**src/rtl/fft_pkg.sv**
```systemverilog
// rtl/fft_pkg.sv - shared constants, index types and sequencer states for the 1024-point FFT
package fft_pkg;
  localparam int N_LOG2  = 10;
  localparam int N_PAIRS = 1 << (N_LOG2 - 1);
  localparam int STAGE_W = 4;
  localparam int PAIR_W  = 9;

  typedef logic [STAGE_W-1:0] stage_t;
  typedef logic [PAIR_W-1:0]  pair_t;

  typedef enum logic [1:0] {IDLE, RUN, DRAIN, DONE} seq_state_t;
endpackage

```
**src/rtl/fft_delay_line.sv**
```systemverilog
// rtl/fft_delay_line.sv - fixed-depth shift register aligning read indices with butterfly write-back
module fft_delay_line #(
  parameter int WIDTH = 14,
  parameter int DEPTH = 4
) (
  input  logic             clk_i,
  input  logic             rst_i,
  input  logic [WIDTH-1:0] data_i,
  output logic [WIDTH-1:0] data_o
);

  logic [WIDTH-1:0] taps_q [DEPTH];

  always_ff @(posedge clk_i or posedge rst_i) begin
    if (rst_i) begin
      for (int i = 0; i < DEPTH; i++) taps_q[i] <= '0;
    end else begin
      taps_q[0] <= data_i;
      for (int i = 1; i < DEPTH; i++) taps_q[i] <= taps_q[i-1];
    end
  end

  assign data_o = taps_q[DEPTH-1];

endmodule

```
**src/rtl/fft_sequencer.sv**
```systemverilog
// rtl/fft_sequencer.sv - issues every (stage, pair) of a radix-2 FFT, one per clock, with
// a drain gap per stage so stage s+1 never reads before stage s has finished writing.
module fft_sequencer #(
  parameter int N_LOG2   = fft_pkg::N_LOG2,
  parameter int PAIR_W   = fft_pkg::PAIR_W,
  parameter int STAGE_W  = fft_pkg::STAGE_W,
  parameter int PIPE_LAT = 4
) (
  input  logic               i_clk,
  input  logic               i_rst,
  input  logic               i_start,
  output logic               o_busy,
  output logic               o_done,
  output logic               o_rd_valid,
  output logic [STAGE_W-1:0] o_rd_stage,
  output logic [PAIR_W-1:0]  o_rd_pair,
  output logic               o_wr_valid,
  output logic [STAGE_W-1:0] o_wr_stage,
  output logic [PAIR_W-1:0]  o_wr_pair,
  output logic               o_bank
);
  import fft_pkg::*;

  localparam int                 WR_W       = 1 + STAGE_W + PAIR_W;
  localparam logic [PAIR_W-1:0]  PAIR_LAST  = PAIR_W'((1 << (N_LOG2 - 1)) - 1);
  localparam logic [STAGE_W-1:0] STAGE_LAST = STAGE_W'(N_LOG2 - 1);
  localparam logic [3:0]         DRAIN_INIT = 4'(PIPE_LAT - 1);

  seq_state_t         state_q;
  logic               busy_q;
  logic               done_q;
  logic               rd_valid_q;
  logic [STAGE_W-1:0] stage_q;
  logic [PAIR_W-1:0]  pair_q;
  logic [3:0]         drain_q;

  logic [PAIR_W-1:0]  pair_d;
  logic [STAGE_W-1:0] stage_d;
  logic [3:0]         drain_d;
  logic [WR_W-1:0]    wr_d;
  logic [WR_W-1:0]    wr_q;

  assign pair_d  = pair_q + 1'b1;
  assign stage_d = stage_q + 1'b1;
  assign drain_d = drain_q - 1'b1;

  // Outputs are set on the edge that enters a state, so they describe the current cycle.
  always_ff @(posedge i_clk or posedge i_rst) begin
    if (i_rst) begin
      state_q    <= IDLE;
      busy_q     <= 1'b0;
      done_q     <= 1'b0;
      rd_valid_q <= 1'b0;
      stage_q    <= '0;
      pair_q     <= '0;
      drain_q    <= '0;
    end else begin
      case (state_q)
        IDLE: begin
          if (i_start) begin
            state_q    <= RUN;
            busy_q     <= 1'b1;
            rd_valid_q <= 1'b1;
            stage_q    <= '0;
            pair_q     <= '0;
          end
        end
        RUN: begin
          if (pair_q == PAIR_LAST) begin
            state_q    <= DRAIN;
            rd_valid_q <= 1'b0;
            drain_q    <= DRAIN_INIT;
          end else begin
            pair_q <= pair_d;
          end
        end
        DRAIN: begin
          if (drain_q != '0) begin
            drain_q <= drain_d;
          end else if (stage_q == STAGE_LAST) begin
            state_q <= DONE;
            busy_q  <= 1'b0;
            done_q  <= 1'b1;
          end else begin
            state_q    <= RUN;
            rd_valid_q <= 1'b1;
            stage_q    <= stage_d;
            pair_q     <= '0;
          end
        end
        DONE: begin
          state_q <= IDLE;
          done_q  <= 1'b0;
        end
        default: state_q <= IDLE;
      endcase
    end
  end

  fft_delay_line #(
    .WIDTH(WR_W),
    .DEPTH(PIPE_LAT)
  ) u_wr_delay (
    .clk_i (i_clk),
    .rst_i (i_rst),
    .data_i({rd_valid_q, stage_q, pair_q}),
    .data_o(wr_q)
  );

  assign {o_wr_valid, o_wr_stage, o_wr_pair} = wr_q;

  assign o_busy     = busy_q;
  assign o_done     = done_q;
  assign o_rd_valid = rd_valid_q;
  assign o_rd_stage = stage_q;
  assign o_rd_pair  = pair_q;
  assign o_bank     = stage_q[0];

endmodule
```
**config.mk**
```make
export PLATFORM = sky130hd
export DESIGN_NAME = fft_sequencer
export DESIGN_NICKNAME = d
export VERILOG_FILES = /design/src/rtl/fft_pkg.sv /design/src/rtl/fft_delay_line.sv /design/src/rtl/fft_sequencer.sv
export SDC_FILE = /design/constraint.sdc
export NUM_CORES = 1
export LEC_CHECK = 0
export ABC_AREA = 1
export CAP_MARGIN = 40
export CORE_UTILIZATION = 43
export DETAILED_ROUTE_END_ITERATION = 12
export GPL_ROUTABILITY_DRIVEN = 0
export PLACE_DENSITY = 0.73
export SYNTH_ARGS = -nofsm -noshare
export SYNTH_HDL_FRONTEND = slang
export SYNTH_SLANG_ARGS = --single-unit
```
**constraint.sdc**
```tcl
create_clock -name i_clk -period 3.39 [get_ports i_clk]
set_input_delay 0.5085 -clock i_clk [delete_from_list [all_inputs] [get_ports i_clk]]
set_output_delay 0.5085 -clock i_clk [all_outputs]
set_load 0.01 [all_outputs]
```
# Word level (Yosys, flattened, before mapping)
# Cells that the tools add are included.
[word_totals] ff_bits=78 in_bits=3 output_inout_bits=31 wordCells=67
[classes] add_sub_neg=3 eq_ne=12 n_mux=28 n_reduce_logical=13
[ops] operator="$mux W9" n=4
[ops] operator="$pmux W9 S3" n=1
[ops] operator="$mux W4" n=5
[ops] operator="$pmux W4 S2" n=2
[ops] operator="$ne A2 B2 Y1 const B" n=7
[ops] operator="$reduce_and A5 Y1" n=2
[ops] operator="$add A9 B1 Y9 const B" n=1
[ops] operator="$eq A9 B9 Y1 const B" n=1
[ops] operator="$reduce_and A3 Y1" n=3
[ops] operator="$mux W1" n=8
[ops] operator="$mux W2" n=4
[ops] operator="$pmux W2 S4" n=1
[ops] operator="$reduce_and A4 Y1" n=2
[ops] operator="$reduce_bool A2 Y1" n=3
[ops] operator="$add A4 B1 Y4 const B" n=1
[ops] operator="$eq A2 B2 Y1 const B" n=2
[ops] operator="$eq A4 B4 Y1 const B" n=1
[ops] operator="$pmux W1 S2" n=2
[ops] operator="$reduce_bool A4 Y1" n=1
[ops] operator="$sub A4 B1 Y4 const B" n=1
[ops] operator="$pmux W1 S3" n=1
[ops] operator="$reduce_bool A3 Y1" n=1
[ops] operator="$eq A2 B1 Y1 const B" n=1
[ops] operator="$logic_not A2 Y1" n=1

# Depth between registers and ports, before layout
# Gate-level depths: netlist of the first run.
[depth] word_depth=4 depth_mapped=11 mapped_depth_nobuf=11

# Modules after synthesis
# From an unflattened synthesis of the first run, not the netlist that was laid out.
[hier_totals] cells_unflattened=241 area_unflattened_um2=2770.2
[modules_own_cells] mod="fft_delay_line" instances=1 cells_per_inst=71 area_per_inst_um2=1510.2 seq_area_each_um2=1401.3
[modules_own_cells] mod="fft_sequencer" instances=1 cells_per_inst=170 area_per_inst_um2=1260.0 seq_area_each_um2=550.5

# Least setup slack after synthesis of the first run
# Ideal clock, no wire load.
[synth_path] kind="flip-flop to flip-flop" from="register pair_q[0] (netlist: o_rd_pair[0])" to="register pair_q[0] (netlist: o_rd_pair[0])" setup_time_ns=0.118 arrival_ns=1.671 t_required_ns=3.272 setup_slack_ns=1.600 stages_incl_launch_ff=11 path_buffers=0 synth_period_minus_slack_ns=1.790 cell_sequence="dfrtp_1 > ha_1 > nand2_1 > inv_1 > nand2_1 > nor2_1 > ha_1 > o21ai_1 > nand4_2 > nand2_1 > nand2_1"
[synth_via] elab_chain_cells=3 word_cells_on_any_way=6 classes_between="add/sub (1); eq/ne (2); mux (2); reduce/logical (1)"
[synth_lines] item="from (decl)" line_no="fft_sequencer.sv:34" text="logic [PAIR_W-1:0] pair_q;"
[synth_lines] item="from (signal assigned)" line_no="fft_sequencer.sv:74" text="pair_q <= pair_d;"
[synth_lines] item="$add A9 B1 Y9 / $eq A9 B9 Y1 (equally long branches)" line_no="fft_sequencer.sv:43, fft_sequencer.sv:69"
[synth_lines] item="$mux W9 / $ne A2 B2 Y1 (equally long branches)"
[synth_lines] item="$pmux W9 S3 / $reduce_and A5 Y1 (equally long branches)"
# Several ways; a longest one is shown, not always the timed one. The select of a mux whose other input is x is not followed.
# A chain may end at the register's enable or synchronous reset.

# Worst setup path after layout of the first run
[layout_path] from="register pair_q[0] (netlist: o_rd_pair[0])" to="register pair_q[7] (netlist: o_rd_pair[7])"
# The elaborated chain is that of the path after synthesis.

==> results of run 1 <==
layout make-up:
cell class,instances,area [um2]
Fill cell,514,2760
Sequential cell,78,1950
Multi-Input combinational cell,131,664
Timing Repair Buffer,34,350
Clock buffer,9,124
Tap cell,75,93.8
Clock inverter,7,81.3
Inverter,18,70.1
metal layers:
metal / share of wire, % / vias up / track usage [%] / routed length [um]
li1: - / 803 / - / -
met1: 47 / 772 / 20.1 / 2000
met2: 48 / 29 / 22.5 / 2050
met3: 2.9 / 7 / 4.29 / 125
met4: 1.8 / 0 / 7.76 / 77
met5: 0 / - / 0 / 0
sequential cells by signal (all words and copies together) (netlist names):
signal             flops
drain_q                4
o_busy                 1
state_q                2
o_rd_valid             1
u_wr_delay.data_o     14
o_done                 1
o_rd_pair              9
o_rd_stage             4
u_wr_delay.taps_q     42
placed cells by master (no fill, tap or decap), types with 2 or more instances in the layout:
master            n
dfrtp_1          78
a21oi_1           3
ha_1              6
nor2_4            2
inv_2             4
clkdlybuf4s50_1  33
xor2_1            2
nand2_4           4
clkbuf_8          9
o21ai_1           3
nand3_1           8
o21ai_0           7
inv_1            13
nor2_1           24
clkinvlp_4        3
nand2_2           2
nand2_1          62
synthesized netlist by cell type (2+ instances only):
cell type,instances
dfrtp_1,78
nand2_1,62
nor2_1,24
buf_4,14
inv_1,14
nand3_1,8
o21ai_0,7
ha_1,6
nand2_4,4
a21oi_1,3
inv_2,3
o21ai_1,3
nand2_2,2
nor2_4,2
xor2_1,2
per-stage QoR:
stage	hold slack (ns)	util, %	power [mW]
after CTS	0.347	54.7	1.67
final	0.339	54.7	1.65
after global placement	0.332	51.4	0.971
after global routing	0.349	54.7	1.72
after floorplan	0.331	-	0.962
after detailed placement	0.335	51.4	0.972
kinds of logic (layout without fill, tap and decap cells):
| kind of cell | count (synthesis) | in the layout | synth area share [%] |
|---|---|---|---|
| simple gates | 107 | 107 | 17.3 |
| buf+inv | 32 | 68 | 6.28 |
| flops | 78 | 78 | 69.9 |
| xor+xnor | 3 | 3 | 0.941 |
| fa+ha+maj | 6 | 6 | 2.69 |
| compound gates | 15 | 15 | 2.87 |
worst max-delay path, stage by stage (launching register included):
cell and delay, ns:
dfrtp_1 0.45, ha_1 0.25, nand2_1 0.11, inv_1 0.08, nand2_1 0.08, nor2_1 0.05
ha_1 0.20, o21ai_1 0.22, nand4_2 0.29, nand2_1 0.15, nand2_1 0.06
power breakdown:
group	internal, mW	switching (mW)
logic	0.00460	0.0177
registers	0.929	0
clock network	0.348	0.348
path summary, 6_finish.rpt:
path	slack, ns	start	depth (start not counted)	to
worst max-delay path	1.35	o_rd_pair[0]	10	o_rd_pair[7]
min in group asynchronous	0.58	i_rst	2	u_wr_delay.data_o[12]
worst min-delay path	0.34	u_wr_delay.taps_q[48]	0	u_wr_delay.taps_q[34]
max in group asynchronous	2.14	i_rst	3	u_wr_delay.taps_q[48]
worst max register to register	1.35	o_rd_pair[0]	10	o_rd_pair[7]
worst min register to register	0.34	u_wr_delay.taps_q[48]	0	u_wr_delay.taps_q[34]
==> flow_summary.toml, run 1 <==
[timing]
fin_skew_ns = 0.0105
final_max_slew_viol_count = 0
setup_viol = 0
fin_crit_sh_pct = 60.3
slew_headroom_pct = 55.7
worst_pin_slew_ns = 0.664
hold_violations = 0
rsz0062_at_grt = "no"
setup_tns_ns = 0
setup_ws_ns = 1.35
fin_crit_ns = 2.04
fmax_mhz = 489

[placed_design]
hpwl_mm = 2.82
port_buffers = 33
dp_cells = 336
pre_cts_ws_ns = 1.39
placed_area_mm2 = 0.00313

[synth]
synth_top_cell_by_area = "dfrtp_1"
ys_seq_area_share_pct = 69.9
yosys_register_bits = 78
synth-edff-count = 0
ys.flop_type = "dfrtp_1"
synth.avg_cell_area_um2 = 11.6
syn_nets = 250
async_reset_ff_share_pct = 100
syn-cell-area_mm2 = 0.00279
yosysWarnings = 0
synth_area_leaders = "dfrtp_1 70%, nand2_1 8.3%, buf_4 3.8%"
synth_cell_types = 24
synth_top_area_share_pct = 69.9
syn-instance-count = 241

[detailed_routing]
ant_nets = 0
drt_iter0_drc = 51
vias = 1611
wl_per_cell_um = 12.1
via_per_inst = 4.58
wl_mm = 4.26
drt_first_pass_iters = 4
drc_errors = 0

[setup_path]
cp_max_fo = 9
timing.critical_path.from_type = "register"
worstPathArrival_ns = 2.28
endpoint_kind = "register"
crit_type = "reg -> reg"
required_ns = 3.62

[clocking]
ctsHoldBuffers = 0
root_buffer = "clkbuf_8"
path_clk_slew_ns = 0.09
clk_latency_ns = 0.35
cts_inserted_buffers = 9
clock_path_buffers = 2
cts_setup_buffers = 0
cts_resized = 0
cts_tree = "done"
clock-sinks = 78
cts-htree-levels = 3

[power_and_ir_drop]
p_leak_nw = 1.63
p_per_area_mw_per_mm2 = 494
vdd_drop_max_mv = 0.320

[run_status]
status = "complete, no violations"

[global_route]
overflow = 0
antenna_found_initial = 0
grt_first_pass_wirelength_mm = 7.41
grt_max_degree = 48
grt_usage_pct = 15.1
grt_pass1_vias = 1588

[worst_hold_path]
hold_path.class = "reg -> reg"

[floorplan]
pin_count = 34
placementRows = 28
fp.coreArea_mm2 = 0.00610
start_util_pct = 45.8
die_x_um = 82.6
die_h_um = 82.6
die_area_mm2 = 0.00682

[finish]
final_cells = 352
antenna_cells = 0
drive_gt1_share_pct = 12.3
layout.nets = 281
post-route-cell-area_mm2 = 0.00334
area_growth_pct = 19.5

[run]
cap_violations = 0
Note: power is estimated with default switching activity, not from simulation.
==> run 2: changes to the inputs <==
Clock period 3.39 ns to 2.1 ns, I/O delays scaled along.
==> run 2 against run 1 <==
Clock-buffer cell count rose by 1. Sequential power rose by 61%. Wire length decreased by 5.5%. Clock skew is 0.0047 ns lower. Final area grew 0.19%. Power increased by 50%. Fmax increased by 9.6%. Critical path type unchanged. Largest cell class unchanged.
==> flow_summary.toml, run 2 (synthesized netlist as in run 1, its figures left out) <==
[floorplan]
pin_count = 34
fp.coreArea_mm2 = 0.00610
die_area_mm2 = 0.00682
die_h_um = 82.6
die_x_um = 82.6
start_util_pct = 45.8
placementRows = 28

[finish]
drive_gt1_share_pct = 13.2
area_growth_pct = 19.7
multi_input_comb_area_um2 = 677
largest_reg_flops = 42
utilization_pct = 54.8
seqCellArea_mm2 = 0.00195
antenna_cells = 0
fillers = 527
layout_common_cells = "78 x dfrtp_1, 62 x nand2_1, 33 x clkdlybuf4s50_1"
mostFrequentLayoutCell = "dfrtp_1"
top_register = "u_wr_delay.taps_q"
layout.nets = 285

[clocking]
root_buffer = "clkbuf_8"
cts_inserted_buffers = 9
cts-htree-levels = 3
clock-sinks = 78
path_clk_slew_ns = 0.08
clk_latency_ns = 0.34
cts_tree = "done"
cts_setup_buffers = 0
clock_path_buffers = 2

[timing]
rsz0062_at_grt = "no"
slew_headroom_pct = 74.4
fin_crit_sh_pct = 88.8
hold_violations = 0
setup_viol = 0
setup_ws_ns = 0.235
final_max_slew_viol_count = 0
fin_skew_ns = 0.00572
fin_crit_ns = 1.87
setup_tns_ns = 0
worst_pin_slew_ns = 0.384
fmax_mhz = 536

[power_and_ir_drop]
pwr-share-comb_pct = 1.5
p_leak_nw = 1.64
p_per_area_mw_per_mm2 = 740
swShare_pct = 21.8
p_switching_mw = 0.539
vdd_drop_max_mv = 0.385
internal_power_mw = 1.93
power.share.clock_pct = 37.8
p_seq_share_pct = 60.7

[setup_path]
cp_max_fo = 6
reg2reg_depth = 11
endpoint_kind = "register"
crit_end = "o_rd_pair[2]"
crit_type = "reg -> reg"
worstPathArrival_ns = 2.15
timing.critical_path.from_type = "register"
reg2reg_from = "o_rd_pair[0]"
rrSetupSlack_ns = 0.23
worst_r2r_endpoint = "o_rd_pair[2]"
cp-startpoint = "o_rd_pair[0]"
required_ns = 2.39

[global_route]
antenna_found_initial = 0
grt_usage_pct = 14.1
grt_pass1_vias = 1504
overflow = 0
grt_max_degree = 79
grt_first_pass_wirelength_mm = 6.91

[run_status]
status = "complete, no violations"

[placed_design]
port_buffers = 33
pre_cts_ws_ns = 0.141
hpwl_mm = 2.66

[detailed_routing]
drc_errors = 0
vias = 1622
drt_iter0_drc = 79
ant_nets = 0
wl_mm = 4.02
drt_first_pass_iters = 4
via_per_inst = 4.57
wl_per_cell_um = 11.3

[worst_hold_path]
hold_path.class = "reg -> reg"

[run]
cap_violations = 0
==> run 2: cell types whose count changed in the layout (fill, tap and decap cells not counted), sizes merged <==
cell / delta
buf: +4
bufinv: -1
clkbuf: +1
clkinv: +2
inv: -3
==> run 2: timing repair <==
action / in CTS / in global routing
gates resized for setup: 0 / 2
hold buffers: 0 / 0
endpoints found under the setup margin: 0 / 9
==> run 2: worst min-delay path by stage <==
stage,cells past startpoint,startpoint,to
6_report,0,u_wr_delay.taps_q[45],u_wr_delay.taps_q[31]
5_1_grt,0,u_wr_delay.taps_q[45],u_wr_delay.taps_q[31]
4_1_cts,0,u_wr_delay.taps_q[45],u_wr_delay.taps_q[31]
3_5_place_dp,0,u_wr_delay.taps_q[14],u_wr_delay.data_o[0]
3_3_place_gp,0,u_wr_delay.taps_q[55],u_wr_delay.taps_q[41]
2_1_floorplan,0,u_wr_delay.taps_q[14],u_wr_delay.data_o[0]
==> run 2: layout make-up <==
type / instances / area share, %
clock buffers: 10 / 3.82
flip-flops and latches: 78 / 58.4
repair buffers: 38 / 11.4
clock inverters: 5 / 1.12
well taps: 75 / 2.81
inverters: 18 / 2.21
multi-input cells: 131 / 20.3
==> run 2: through the flow <==
step	cells	hold slack, ns	power [mW]	instance area [um2]
after floorplan	241	0.331	1.55	2800
after global routing	355	0.352	2.59	3340
after global placement	340	0.331	1.57	3160
after detailed placement	340	0.335	1.57	3160
after CTS	355	0.348	2.51	3330
final	355	0.348	2.47	3340
==> run 2: critical path: stages, from the launching register on <==
cell and delay [ns]:
dfrtp_1 0.43, ha_1 0.24, nand2_1 0.10, inv_1 0.07, nand2_1 0.08, nor2_1 0.05, ha_1 0.21, o21ai_2 0.20
nand3_2 0.12, nor2_4 0.16, nand2_1 0.08, nand2_1 0.06
==> run 2: power groups by stage <==
stage,logic [mW],clock network (mW),registers [mW]
final,0.0361,0.935,1.50
after CTS,0.0389,0.971,1.50
after global routing,0.0432,1.05,1.50
after detailed placement,0.0389,0,1.53
after global placement,0.0383,0,1.53
after floorplan,0.0229,0,1.53
==> run 2: layer usage <==
metal,vias up,global-route usage [%],part of all wire (%)
met4,0,5.86,1.8
met1,774,18.5,48
met3,8,6.59,4.7
met2,28,20.1,46
met5,-,0,0
li1,812,-,-
==> run 3: changes to the inputs <==
Settings changed: CTS_BUF_LIST set to sky130_fd_sc_hd__clkbuf_16.
==> run 3 against run 2 <==
Sequential share of layout area shrank 1.7 points. Register-to-register slack worse by 0.02 ns. Critical path depth shrank 1. Non-clock buffer count is the same. Critical path type unchanged. Die area unchanged. Core utilization increased by 1.7 points. Combinational power about the same.
==> flow_summary.toml, run 3 (synthesized netlist as in run 1, its figures left out) <==
[power_and_ir_drop]
power.share.clock_pct = 46.6
p_per_area_mw_per_mm2 = 838
pwr-share-comb_pct = 1.3
vdd_drop_max_mv = 0.590
p_switching_mw = 0.585
p_seq_share_pct = 52.1
p_leak_nw = 1.69
internal_power_mw = 2.30
swShare_pct = 20.3

[global_route]
grt_max_degree = 79
grt_usage_pct = 14.3
overflow = 0
grt_first_pass_wirelength_mm = 6.96
grt_pass1_vias = 1513
antenna_found_initial = 0

[placed_design]
dp_cells = 340
hpwl_mm = 2.66
placed_area_mm2 = 0.00316
pre_cts_ws_ns = 0.141
port_buffers = 33

[timing]
setup_ws_ns = 0.213
fmax_mhz = 530
fin_crit_sh_pct = 89.9
fin_crit_ns = 1.89
final_max_slew_viol_count = 0
setup_viol = 0
fin_skew_ns = 0.00569
rsz0062_at_grt = "no"
hold_violations = 0
worst_pin_slew_ns = 0.384
setup_tns_ns = 0
whs_ns = 0.345
slew_headroom_pct = 74.4

[detailed_routing]
drt_iter0_drc = 73
drt_first_pass_iters = 4
via_per_inst = 4.53
vias = 1609
drc_errors = 0
wl_per_cell_um = 11.5
wl_mm = 4.07
ant_nets = 0

[setup_path]
crit_type = "reg -> reg"
required_ns = 2.32
cp_max_fo = 9
endpoint_kind = "register"
crit_end = "o_rd_pair[0]"
worst_r2r_endpoint = "o_rd_pair[0]"
timing.critical_path.from_type = "register"
rrSetupSlack_ns = 0.21
cp-startpoint = "o_rd_pair[0]"
reg2reg_from = "o_rd_pair[0]"
worstPathArrival_ns = 2.10
reg2reg_depth = 10

[finish]
layout_common_cells = "78 x dfrtp_1, 62 x nand2_1, 33 x clkdlybuf4s50_1"
drive_gt1_share_pct = 13.2
fillers = 513
mostFrequentLayoutCell = "dfrtp_1"
area_growth_pct = 23.4
final_cells = 355
post-route-cell-area_mm2 = 0.00344
antenna_cells = 0
largest_reg_flops = 42
top_register = "u_wr_delay.taps_q"
layout.nets = 285

[floorplan]
die_h_um = 82.6
die_area_mm2 = 0.00682
start_util_pct = 45.8
placementRows = 28
fp.coreArea_mm2 = 0.00610
pin_count = 34
die_x_um = 82.6

[clocking]
cts_inserted_buffers = 9
path_clk_slew_ns = 0.06
clock-sinks = 78
cts_tree = "done"
cts_setup_buffers = 0
root_buffer = "clkbuf_16"
cts-htree-levels = 3
clk_latency_ns = 0.33
clock_path_buffers = 2

[run]
cap_violations = 0

[run_status]
status = "complete, no violations"

[worst_hold_path]
hold_path.class = "reg -> reg"
run 3: how the worst min path moves through the flow:
stage                          startpoint                     to  slack [ns]  cells after the start
finish              u_wr_delay.taps_q[45]  u_wr_delay.taps_q[31]        0.34                      0
detailed placement  u_wr_delay.taps_q[14]   u_wr_delay.data_o[0]        0.33                      0
global route        u_wr_delay.taps_q[45]  u_wr_delay.taps_q[31]        0.35                      0
floorplan           u_wr_delay.taps_q[14]   u_wr_delay.data_o[0]        0.33                      0
CTS                 u_wr_delay.taps_q[45]  u_wr_delay.taps_q[31]        0.34                      0
global placement    u_wr_delay.taps_q[55]  u_wr_delay.taps_q[41]        0.33                      0
run 3: routing by layer:
layer  global-route usage (%)  vias to the layer above  share of wire, %
met4                     6.90                        0               2.0
met2                     20.0                       36                46
li1                         -                      810                 -
met1                     18.9                      756                47
met3                     6.15                        7               5.5
met5                        0                        -                 0
run 3: layout make-up:
| type | instances | area, um2 | share of cell area, % |
|---|---|---|---|
| clock buffers | 9 | 225 | 6.54 |
| clock inverters | 6 | 41.3 | 1.20 |
| inverters | 18 | 73.8 | 2.14 |
| multi-input cells | 131 | 677 | 19.7 |
| flip-flops and latches | 78 | 1950 | 56.7 |
| well taps | 75 | 93.8 | 2.73 |
| repair buffers | 38 | 380 | 11.0 |
run 3: what timing repair did:
item,in CTS,in global routing
resized for setup,0,2
endpoints found under the setup margin,0,9
hold buffers,0,0
run 3: power by group through the flow:
stage | Clock (mW) | Sequential, mW | Combinational [mW]
floorplan | 0 | 1.53 | 0.0229
global placement | 0 | 1.53 | 0.0383
detailed placement | 0 | 1.53 | 0.0389
CTS | 1.38 | 1.50 | 0.0390
global route | 1.45 | 1.50 | 0.0435
finish | 1.34 | 1.50 | 0.0364
run 3: critical path: stages, from the launching register on:
cell     delay [ns]
dfrtp_1        0.44
ha_1           0.25
nand2_1        0.10
inv_1          0.07
nand2_1        0.08
nor2_1         0.05
ha_1           0.21
o21ai_2        0.20
nand4_4        0.20
nand2_1        0.11
nand2_1        0.05
run 3: stage by stage:
| stage | util, % | power [mW] |
|---|---|---|
| 2_1_floorplan | - | 1.55 |
| 3_3_place_gp | 51.9 | 1.57 |
| 3_5_place_dp | 51.9 | 1.57 |
| 4_1_cts | 56.3 | 2.93 |
| 5_1_grt | 56.5 | 3.00 |
| 6_report | 56.5 | 2.88 |
